## src/rtl/ped_crossing_sched_if.sv

```systemverilog
// Signal bundle shared by the pedestrian scheduler, the button/time-base side
// and the traffic-light controller handshake.
interface ped_crossing_sched_if;
   logic       tick;
   logic [2:0] btn;
   logic       all_red;
   logic       hold;
   logic [2:0] walk;
   logic [2:0] dont_walk;
   logic [2:0] pend;
   logic       busy;
   logic       err;

   modport master (
      output tick, btn, all_red,
      input  hold, walk, dont_walk, pend, busy, err
   );

   modport slave (
      input  tick, btn, all_red,
      output hold, walk, dont_walk, pend, busy, err
   );
endinterface

```

## src/rtl/ped_crossing_sched.sv

```systemverilog
// Pedestrian-crossing scheduler: latches push-button requests, holds the
// intersection in all-red and grants walk intervals round-robin.
module ped_crossing_sched #(
   parameter int WALK_T  = 10,
   parameter int FLASH_T = 6,
   parameter int CLEAR_T = 2
) (
   input logic                 clk,
   input logic                 rst_n,
   ped_crossing_sched_if.slave bus
);

   typedef enum logic [2:0] {
      IDLE,
      WAIT_RED,
      WALK,
      FLASH,
      CLEAR,
      COOLDOWN
   } state_t;

   localparam logic [4:0] WALK_LAST  = 5'(WALK_T - 1);
   localparam logic [4:0] FLASH_LAST = 5'(FLASH_T - 1);
   localparam logic [4:0] CLEAR_LAST = 5'(CLEAR_T - 1);

   state_t     r_state;
   logic [2:0] r_btnMeta;
   logic [2:0] r_btnSync;
   logic [2:0] r_btnPrev;
   logic [2:0] r_btnEdge;
   logic [2:0] r_pend;
   logic [1:0] r_ptr;
   logic [1:0] r_grant;
   logic [4:0] r_cnt;
   logic       r_hold;
   logic [2:0] r_walk;
   logic [2:0] r_dontWalk;
   logic       r_busy;
   logic       r_err;

   logic [1:0] w_grant;
   logic [2:0] w_grantOneHot;
   logic [2:0] w_servedOneHot;
   logic [1:0] w_nextPtr;
   logic       w_grantNow;
   logic [2:0] w_discard;
   logic [2:0] w_pendNext;

   // Two-flop synchronizer followed by a registered rising-edge detector.
   always_ff @(posedge clk or negedge rst_n) begin
      if (!rst_n) begin
         r_btnMeta <= 3'b000;
         r_btnSync <= 3'b000;
         r_btnPrev <= 3'b000;
         r_btnEdge <= 3'b000;
      end else begin
         r_btnMeta <= bus.btn;
         r_btnSync <= r_btnMeta;
         r_btnPrev <= r_btnSync;
         r_btnEdge <= r_btnSync & ~r_btnPrev;
      end
   end

   // Round-robin search starting at the pointer, wrapping modulo three.
   always_comb begin
      w_grant = 2'd0;
      case (r_ptr)
         2'd1: begin
            if (r_pend[1])      w_grant = 2'd1;
            else if (r_pend[2]) w_grant = 2'd2;
            else                w_grant = 2'd0;
         end
         2'd2: begin
            if (r_pend[2])      w_grant = 2'd2;
            else if (r_pend[0]) w_grant = 2'd0;
            else                w_grant = 2'd1;
         end
         default: begin
            if (r_pend[0])      w_grant = 2'd0;
            else if (r_pend[1]) w_grant = 2'd1;
            else                w_grant = 2'd2;
         end
      endcase
   end

   assign w_grantOneHot  = 3'(3'b001 << w_grant);
   assign w_servedOneHot = 3'(3'b001 << r_grant);
   assign w_nextPtr      = (w_grant == 2'd2) ? 2'd0 : w_grant + 2'd1;
   assign w_grantNow     = (r_state == WAIT_RED) && bus.all_red;

   // A re-press of the approach being served is dropped until its clearance starts.
   always_comb begin
      w_discard = 3'b000;
      if (w_grantNow)
         w_discard = w_grantOneHot;
      else if ((r_state == WALK) || (r_state == FLASH))
         w_discard = w_servedOneHot;
   end

   assign w_pendNext = (r_pend & ~(w_grantNow ? w_grantOneHot : 3'b000))
                     | (r_btnEdge & ~w_discard);

   // Sequencer with registered lamp, hold and status outputs.
   always_ff @(posedge clk or negedge rst_n) begin
      if (!rst_n) begin
         r_state    <= IDLE;
         r_pend     <= 3'b000;
         r_ptr      <= 2'd0;
         r_grant    <= 2'd0;
         r_cnt      <= 5'd0;
         r_hold     <= 1'b0;
         r_walk     <= 3'b000;
         r_dontWalk <= 3'b111;
         r_busy     <= 1'b0;
         r_err      <= 1'b0;
      end else begin
         r_pend <= w_pendNext;
         case (r_state)
            IDLE: begin
               if (r_pend != 3'b000) begin
                  r_state <= WAIT_RED;
                  r_hold  <= 1'b1;
                  r_busy  <= 1'b1;
               end
            end
            WAIT_RED: begin
               if (bus.all_red) begin
                  r_state    <= WALK;
                  r_grant    <= w_grant;
                  r_ptr      <= w_nextPtr;
                  r_cnt      <= 5'd0;
                  r_walk     <= w_grantOneHot;
                  r_dontWalk <= ~w_grantOneHot;
               end
            end
            WALK: begin
               if (!bus.all_red) begin
                  r_state    <= CLEAR;
                  r_cnt      <= 5'd0;
                  r_walk     <= 3'b000;
                  r_dontWalk <= 3'b111;
                  r_err      <= 1'b1;
               end else if (bus.tick) begin
                  if (r_cnt == WALK_LAST) begin
                     r_state <= FLASH;
                     r_cnt   <= 5'd0;
                  end else begin
                     r_cnt <= r_cnt + 5'd1;
                  end
               end
            end
            FLASH: begin
               if (!bus.all_red) begin
                  r_state    <= CLEAR;
                  r_cnt      <= 5'd0;
                  r_walk     <= 3'b000;
                  r_dontWalk <= 3'b111;
                  r_err      <= 1'b1;
               end else if (bus.tick) begin
                  if (r_cnt == FLASH_LAST) begin
                     r_state    <= CLEAR;
                     r_cnt      <= 5'd0;
                     r_walk     <= 3'b000;
                     r_dontWalk <= 3'b111;
                  end else begin
                     r_cnt  <= r_cnt + 5'd1;
                     r_walk <= r_walk ^ w_servedOneHot;
                  end
               end
            end
            CLEAR: begin
               if (bus.tick) begin
                  if (r_cnt == CLEAR_LAST) begin
                     r_state <= COOLDOWN;
                     r_cnt   <= 5'd0;
                     r_hold  <= 1'b0;
                  end else begin
                     r_cnt <= r_cnt + 5'd1;
                  end
               end
            end
            COOLDOWN: begin
               // Vehicles must see a green before the next pedestrian phase.
               if (!bus.all_red) begin
                  r_state <= IDLE;
                  r_busy  <= 1'b0;
               end
            end
            default: begin
               r_state    <= IDLE;
               r_hold     <= 1'b0;
               r_walk     <= 3'b000;
               r_dontWalk <= 3'b111;
               r_busy     <= 1'b0;
            end
         endcase
      end
   end

   assign bus.hold      = r_hold;
   assign bus.walk      = r_walk;
   assign bus.dont_walk = r_dontWalk;
   assign bus.pend      = r_pend;
   assign bus.busy      = r_busy;
   assign bus.err       = r_err;

endmodule

```

## src/flat_wrapper.sv

```systemverilog
// flat-port wrapper written by rule: the top's interface ports become plain ports
module ped_crossing_sched_flat 
#(
   parameter int WALK_T  = 10,
   parameter int FLASH_T = 6,
   parameter int CLEAR_T = 2
)
  (clk, rst_n, bus_tick, bus_btn, bus_all_red, bus_hold, bus_walk, bus_dont_walk, bus_pend, bus_busy, bus_err);
  ped_crossing_sched_if bus_i ();
  input logic clk;
  input logic rst_n;
  input wire logic [$bits(bus_i.tick)-1:0] bus_tick;
  input wire logic [$bits(bus_i.btn)-1:0] bus_btn;
  input wire logic [$bits(bus_i.all_red)-1:0] bus_all_red;
  output wire logic [$bits(bus_i.hold)-1:0] bus_hold;
  output wire logic [$bits(bus_i.walk)-1:0] bus_walk;
  output wire logic [$bits(bus_i.dont_walk)-1:0] bus_dont_walk;
  output wire logic [$bits(bus_i.pend)-1:0] bus_pend;
  output wire logic [$bits(bus_i.busy)-1:0] bus_busy;
  output wire logic [$bits(bus_i.err)-1:0] bus_err;
  assign bus_i.tick = bus_tick;
  assign bus_i.btn = bus_btn;
  assign bus_i.all_red = bus_all_red;
  assign bus_hold = bus_i.hold;
  assign bus_walk = bus_i.walk;
  assign bus_dont_walk = bus_i.dont_walk;
  assign bus_pend = bus_i.pend;
  assign bus_busy = bus_i.busy;
  assign bus_err = bus_i.err;
  ped_crossing_sched #(.WALK_T(WALK_T), .FLASH_T(FLASH_T), .CLEAR_T(CLEAR_T)) u_core (.clk(clk), .rst_n(rst_n), .bus(bus_i));
endmodule
```

## config.mk

```make
export PLATFORM = sky130hd
export DESIGN_NAME = ped_crossing_sched_flat
export DESIGN_NICKNAME = d
export VERILOG_FILES = /design/src/rtl/ped_crossing_sched_if.sv /design/src/rtl/ped_crossing_sched.sv /design/src/flat_wrapper.sv
export SDC_FILE = /design/constraint.sdc
export NUM_CORES = 1
export LEC_CHECK = 0
export CAP_MARGIN = 20
export CORE_MARGIN = 2
export CORE_UTILIZATION = 41
export DETAILED_ROUTE_END_ITERATION = 12
export PLACE_DENSITY = 0.63
export SLEW_MARGIN = 15
export SYNTH_ARGS = -nofsm -noshare
export SYNTH_HDL_FRONTEND = slang
export SYNTH_SLANG_ARGS = --single-unit
```

## constraint.sdc

```tcl
create_clock -name clk -period 4 [get_ports clk]
set_clock_uncertainty 0.15 [all_clocks]
set_input_delay 0.8 -clock clk [delete_from_list [all_inputs] [get_ports clk]]
set_output_delay 0.8 -clock clk [all_outputs]
set_load 0.005 [all_outputs]
```

Word level (Yosys, flattened, before mapping)
Cells that the tools add are included.

Bitwise gates (word level): 13. Mux-type cells: 50. Eq/ne operators: 21. Shift-type cells: 2. Reduce and logical (&&, ||, !) cells: 17. Multiply operators: 0. Add/subtract/negate cells: 2. Divide/modulo/power cells: 0. Order comparisons: 0.

Operators with widths (number): two-way mux 3 bit (23); two-way mux 5 bit (9); one-hot mux 3 bit (4 select lines) (2); one-hot mux 5 bit (4 select lines) (1); one-hot mux 3 bit (6 select lines) (1); two-way mux 2 bit (6); != test 3 bit (second input constant) (4); inverter 3 bit (4); AND reduction 5 bit (2); bitwise AND 3 bit (3); AND reduction 9 bit (1); != test 2 bit (second input constant) (4); AND reduction 4 bit (2); OR reduction 4 bit (2); == test 3 x 2 -> 1 bit (second input constant) (2); == test 3 bit (second input constant) (2); one-hot mux 1 bit (3 select lines) (2); left shift 1 x 2 -> 3 bit (first input constant) (2); adder 5 x 1 -> 5 bit (second input constant) (1); == test 5 x 1 -> 1 bit (second input constant) (1); == test 5 x 3 -> 1 bit (second input constant) (1); == test 5 x 4 -> 1 bit (second input constant) (1); two-way mux 1 bit (5); == test 2 bit (second input constant) (2); other kinds (17) (22).

Latch bits: 0. Register bits after elaboration: 36. Output and inout bits: 12. Memories kept: 0. Bits in writable memories: 0. Bits in read-only memories: 0. Word-level logic and storage cells: 119. Input port bits: 7.

Longest topological paths before layout
Word-level depth: 8. Mapped depth: 7. Gate-level depth less buffers: 7.

Least setup slack after synthesis
OpenSTA, ideal clock, no wires.

Kind: input port to flip-flop. Start point: in bus_all_red. End point: reg u_core.r_state[0]. Slack: 1.719 ns. Library setup time: 0.125 ns. Data arrival time: 2.005 ns. Required time: 3.725 ns. Stages on the path: 6. Buffers on the path: 1. Path through: clkbuf_1 -> and3b_1 -> and3_1 -> a31oi_4 -> o211ai_4 -> mux2_4.

Word-level cells in the longest chain between the ends: 2. Elaborated cells on any way between the ends: 10. Classes of those cells: eq/ne: 6; mux: 3; reduce/logical: 1.

Ends and longest elaborated chain: start, declared (RTL line flat_wrapper.sv:14) `input wire logic [$bits(bus_i.all_red)-1:0] bus_all_red;`; != test 3 bit (no line), or another cell as far along; AND reduction 9 bit (no line) or one-hot mux 3 bit (6 select lines) (tied branches); end signal, assigned (RTL line ped_crossing_sched.sv:106) `r_state <= IDLE;`; end signal, assigned (RTL line ped_crossing_sched.sv:121) `r_state <= WAIT_RED;`; end signal, assigned (RTL line ped_crossing_sched.sv:128) `r_state <= WALK;`; end, declared (RTL line ped_crossing_sched.sv:26) `state_t r_state;`.

Parallel ways exist; a longest one is shown, timed or not. A chain may end at the register's enable or synchronous reset.

Worst setup path after layout
Same ends and word-level chain as after synthesis.

==> reports/qor.yml <==
cts:
  numCtsBuffers: 5
  post_cts_buffers: 0
  cts_tree: "built"
  cts_buffer_depth: 2
  clkTransAtPathRegs_ns: 0.08
  cts.hold.buffers_added: 0
  cts_sinks: 36
  root_buffer: "clkbuf_8"
  clk-insertion-delay-late_ns: 0.29
  cts_resized: 0
  cts_max_level: 2
worst_setup_path:
  cpPeakStageDelay_ns: 0.61
  cp_max_fo: 13
  start_kind: "primary input"
  critPathBufInv: 1
  path_cells: "clkdlybuf4s50_1, and4bb_2, a311o_1, a31oi_4, o211ai_4, mux2_4"
  cp.required_ns: 4.02
  slowest_stage: "clkdlybuf4s50_1"
  path_delay_family: "compound AO/OA/AOI/OAI gates"
  cp-end-kind: "register"
  cp.arrival_ns: 2.82
  critPathKind: "in -> reg"
synthesis:
  synth_area_leaders: "dfrtp_1 (46%), dfstp_2 (4.4%), o21ai_0 (4.2%), a21oi_1 (3.7%), nor2b_1 (3.2%)"
  ys_seq_area_frac: 0.5088
  yosys.area.top_type: "dfrtp_1"
  synthFlopType: "dfrtp_1"
  yosysWarnings: 0
  synth_enable_flop_cells: 0
  syn_avg_cell_area_um2: 10.52
  synthesis.nets: 180
  synth_top_cell_area_share: 0.4645
  ys_async_sr_fraction: 1.000
  synthDistinctLibCells: 45
  yosys-top-cells-count: "dfrtp_1 (33), o21ai_0 (15), a21oi_1 (13)"
  synth_seq_cells: 36
  synthCells: 169
  synth_area_um2: 1778
  synth_most_common_cell: "dfrtp_1"
global_routing:
  grt_antenna_before_repair: 0
  grt_use_total: 0.1667
  grt_max_degree: 37
  grt_pass1_wl_um: 6313
  first_global_vias: 1342
  grt.overflow.total: 0
sta:
  slew_violations: 0
  fmax_mhz: 357.8
  holdWs_ns: 0.2028
  setup_viol: 0
  hold_viol: 0
  maxSlewHeadroom: 0.5598
  setup_tns_ns: 0
  worstMarginPinSlew_ns: 0.6602
  fin_crit_sh: 0.6987
  rsz0062_at_grt: "no"
  fin_crit_ns: 2.795
drt:
  vias: 1340
  drtIter0Drc: 69
  highest_layer: "met4"
  wl_per_cell_um: 15.24
  antenna_left: 0
  met1_length_um: 1702
  viasPerCell: 5.560
  wl_met2_um: 1744
  wl_met3_um: 133
  firstDrtPassIters: 4
  drcViolationCount: 0
  wl_um: 3673
finish:
  n_antenna_cell: 0
  nFillCells: 391
  regArea_um2: 904.6
  area_growth_pct: 18.44
  drive_gt1_frac: 0.1309
  fin_cells: 241
  fin_nets: 201
  multi_input_area_um2: 813.3
run_status:
  status: "finished, final reports clean"
place:
  numPortBuffers: 18
  routabilityCongestion: 0.8163
  dp_cells: 233
  hpwl_um: 2697
flow_run:
  cap_viol_max_count: 0
pwr:
  p_per_area_nw_per_um2: 685.9
  ir_drop_v: 0.0002775
  total_leakage_power_uw: 0.0008410
floorplan:
  num_io_pins: 19
  fp.dieH_um: 69.85
  die_w_um: 69.85
  start_util: 0.4351
  row_count: 23
  coreArea_um2: 4086
  dieArea_um2: 4879
hold_path:
  min_path_type: "reg -> reg"
cells in the final DEF (no fill, tap or decap), types with 5 or more instances in the layout:
master,count
clkbuf_8,5
dfrtp_1,33
o21a_1,5
o21ai_0,15
a21oi_1,13
nor2b_1,9
nand2_1,10
clkdlybuf4s50_1,18
nand2b_1,6
nor3_1,7
inv_1,10
sequential cells by signal, summed over array words and instances (netlist names):
signal	flops
u_core.r_grant	2
u_core.bus.busy	1
u_core.r_btnEdge	3
u_core.r_btnMeta	3
u_core.bus.dont_walk	3
u_core.r_btnPrev	3
u_core.r_btnSync	3
u_core.bus.pend	3
u_core.r_state	3
u_core.bus.hold	1
u_core.r_ptr	2
u_core.r_cnt	5
u_core.bus.walk	3
u_core.bus.err	1
worst register-to-register path: stages, from the launching register on:
cell and delay (ns):
dfrtp_1 0.41, inv_1 0.07, ha_1 0.15, or3b_1 0.38, a311o_1 0.37, a31oi_4 0.32, o211ai_4 0.14, mux2_4 0.31
power breakdown:
group | switching, µW | leakage (µW) | internal, µW
logic | 307 | 0.000371 | 296
registers | 122 | 0.000429 | 459
clock network | 137 | 0.0000404 | 123
metal layers:
layer / vias up / track usage
met4: 0 / 0.09188
met3: 10 / 0.03896
met1: 633 / 0.2153
met2: 40 / 0.2582
met5: - / 0
li1: 657 / -
cell families (layout without fill, tap and decap cells):
kind of cell             after synthesis  in the layout  synth area share
flip-flops                            36             36            0.5088
buffers and inverters                 16             38           0.03378
AO/OA/AOI/OAI                         54             54            0.2203
multiplexers                           2              2           0.01478
AND/OR/NAND/NOR                       57             57            0.1942
adder cells (fa/ha/maj)                4              4           0.02815
layout make-up:
cell class | count | share of cell area
sequential | 36 | 0.4296
multi-input combinational | 117 | 0.3862
timing repair buffer | 20 | 0.09269
clock buffer | 5 | 0.03268
tap | 50 | 0.02971
inverter | 10 | 0.01783
clock inverter | 3 | 0.01129
stage by stage:
step	util	worst slack [ns]	cell area (µm²)	total power, µW
floorplan	-	1.719	1778	978.8
global placement	0.4927	0.9771	2013	1164
detailed placement	0.4927	0.9157	2013	1192
CTS	0.5153	1.227	2106	1458
global route	0.5153	1.064	2106	1556
finish	0.5153	1.205	2106	1444
path summary, 6_finish.rpt:
path                                                    start                                   to  slack (ns)  cells after the start
worst max-delay path                              bus_all_red        u_core.r_state[0]$_DFFE_PN0P_        1.21                      6
worst min-delay path            u_core.r_btnMeta[0]$_DFF_PN0_        u_core.r_btnSync[0]$_DFF_PN0_        0.20                      0
worst max register to register    u_core.r_cnt[1]$_DFFE_PN0P_        u_core.r_state[0]$_DFFE_PN0P_        1.60                      7
worst min register to register  u_core.r_btnMeta[0]$_DFF_PN0_        u_core.r_btnSync[0]$_DFF_PN0_        0.20                      0
max in group asynchronous                               rst_n  u_core.bus.dont_walk[1]$_DFFE_PN1P_        2.59                      2
min in group asynchronous                               rst_n         u_core.bus.pend[2]$_DFF_PN0_        0.77                      2
(Power assumes the default switching activity.)
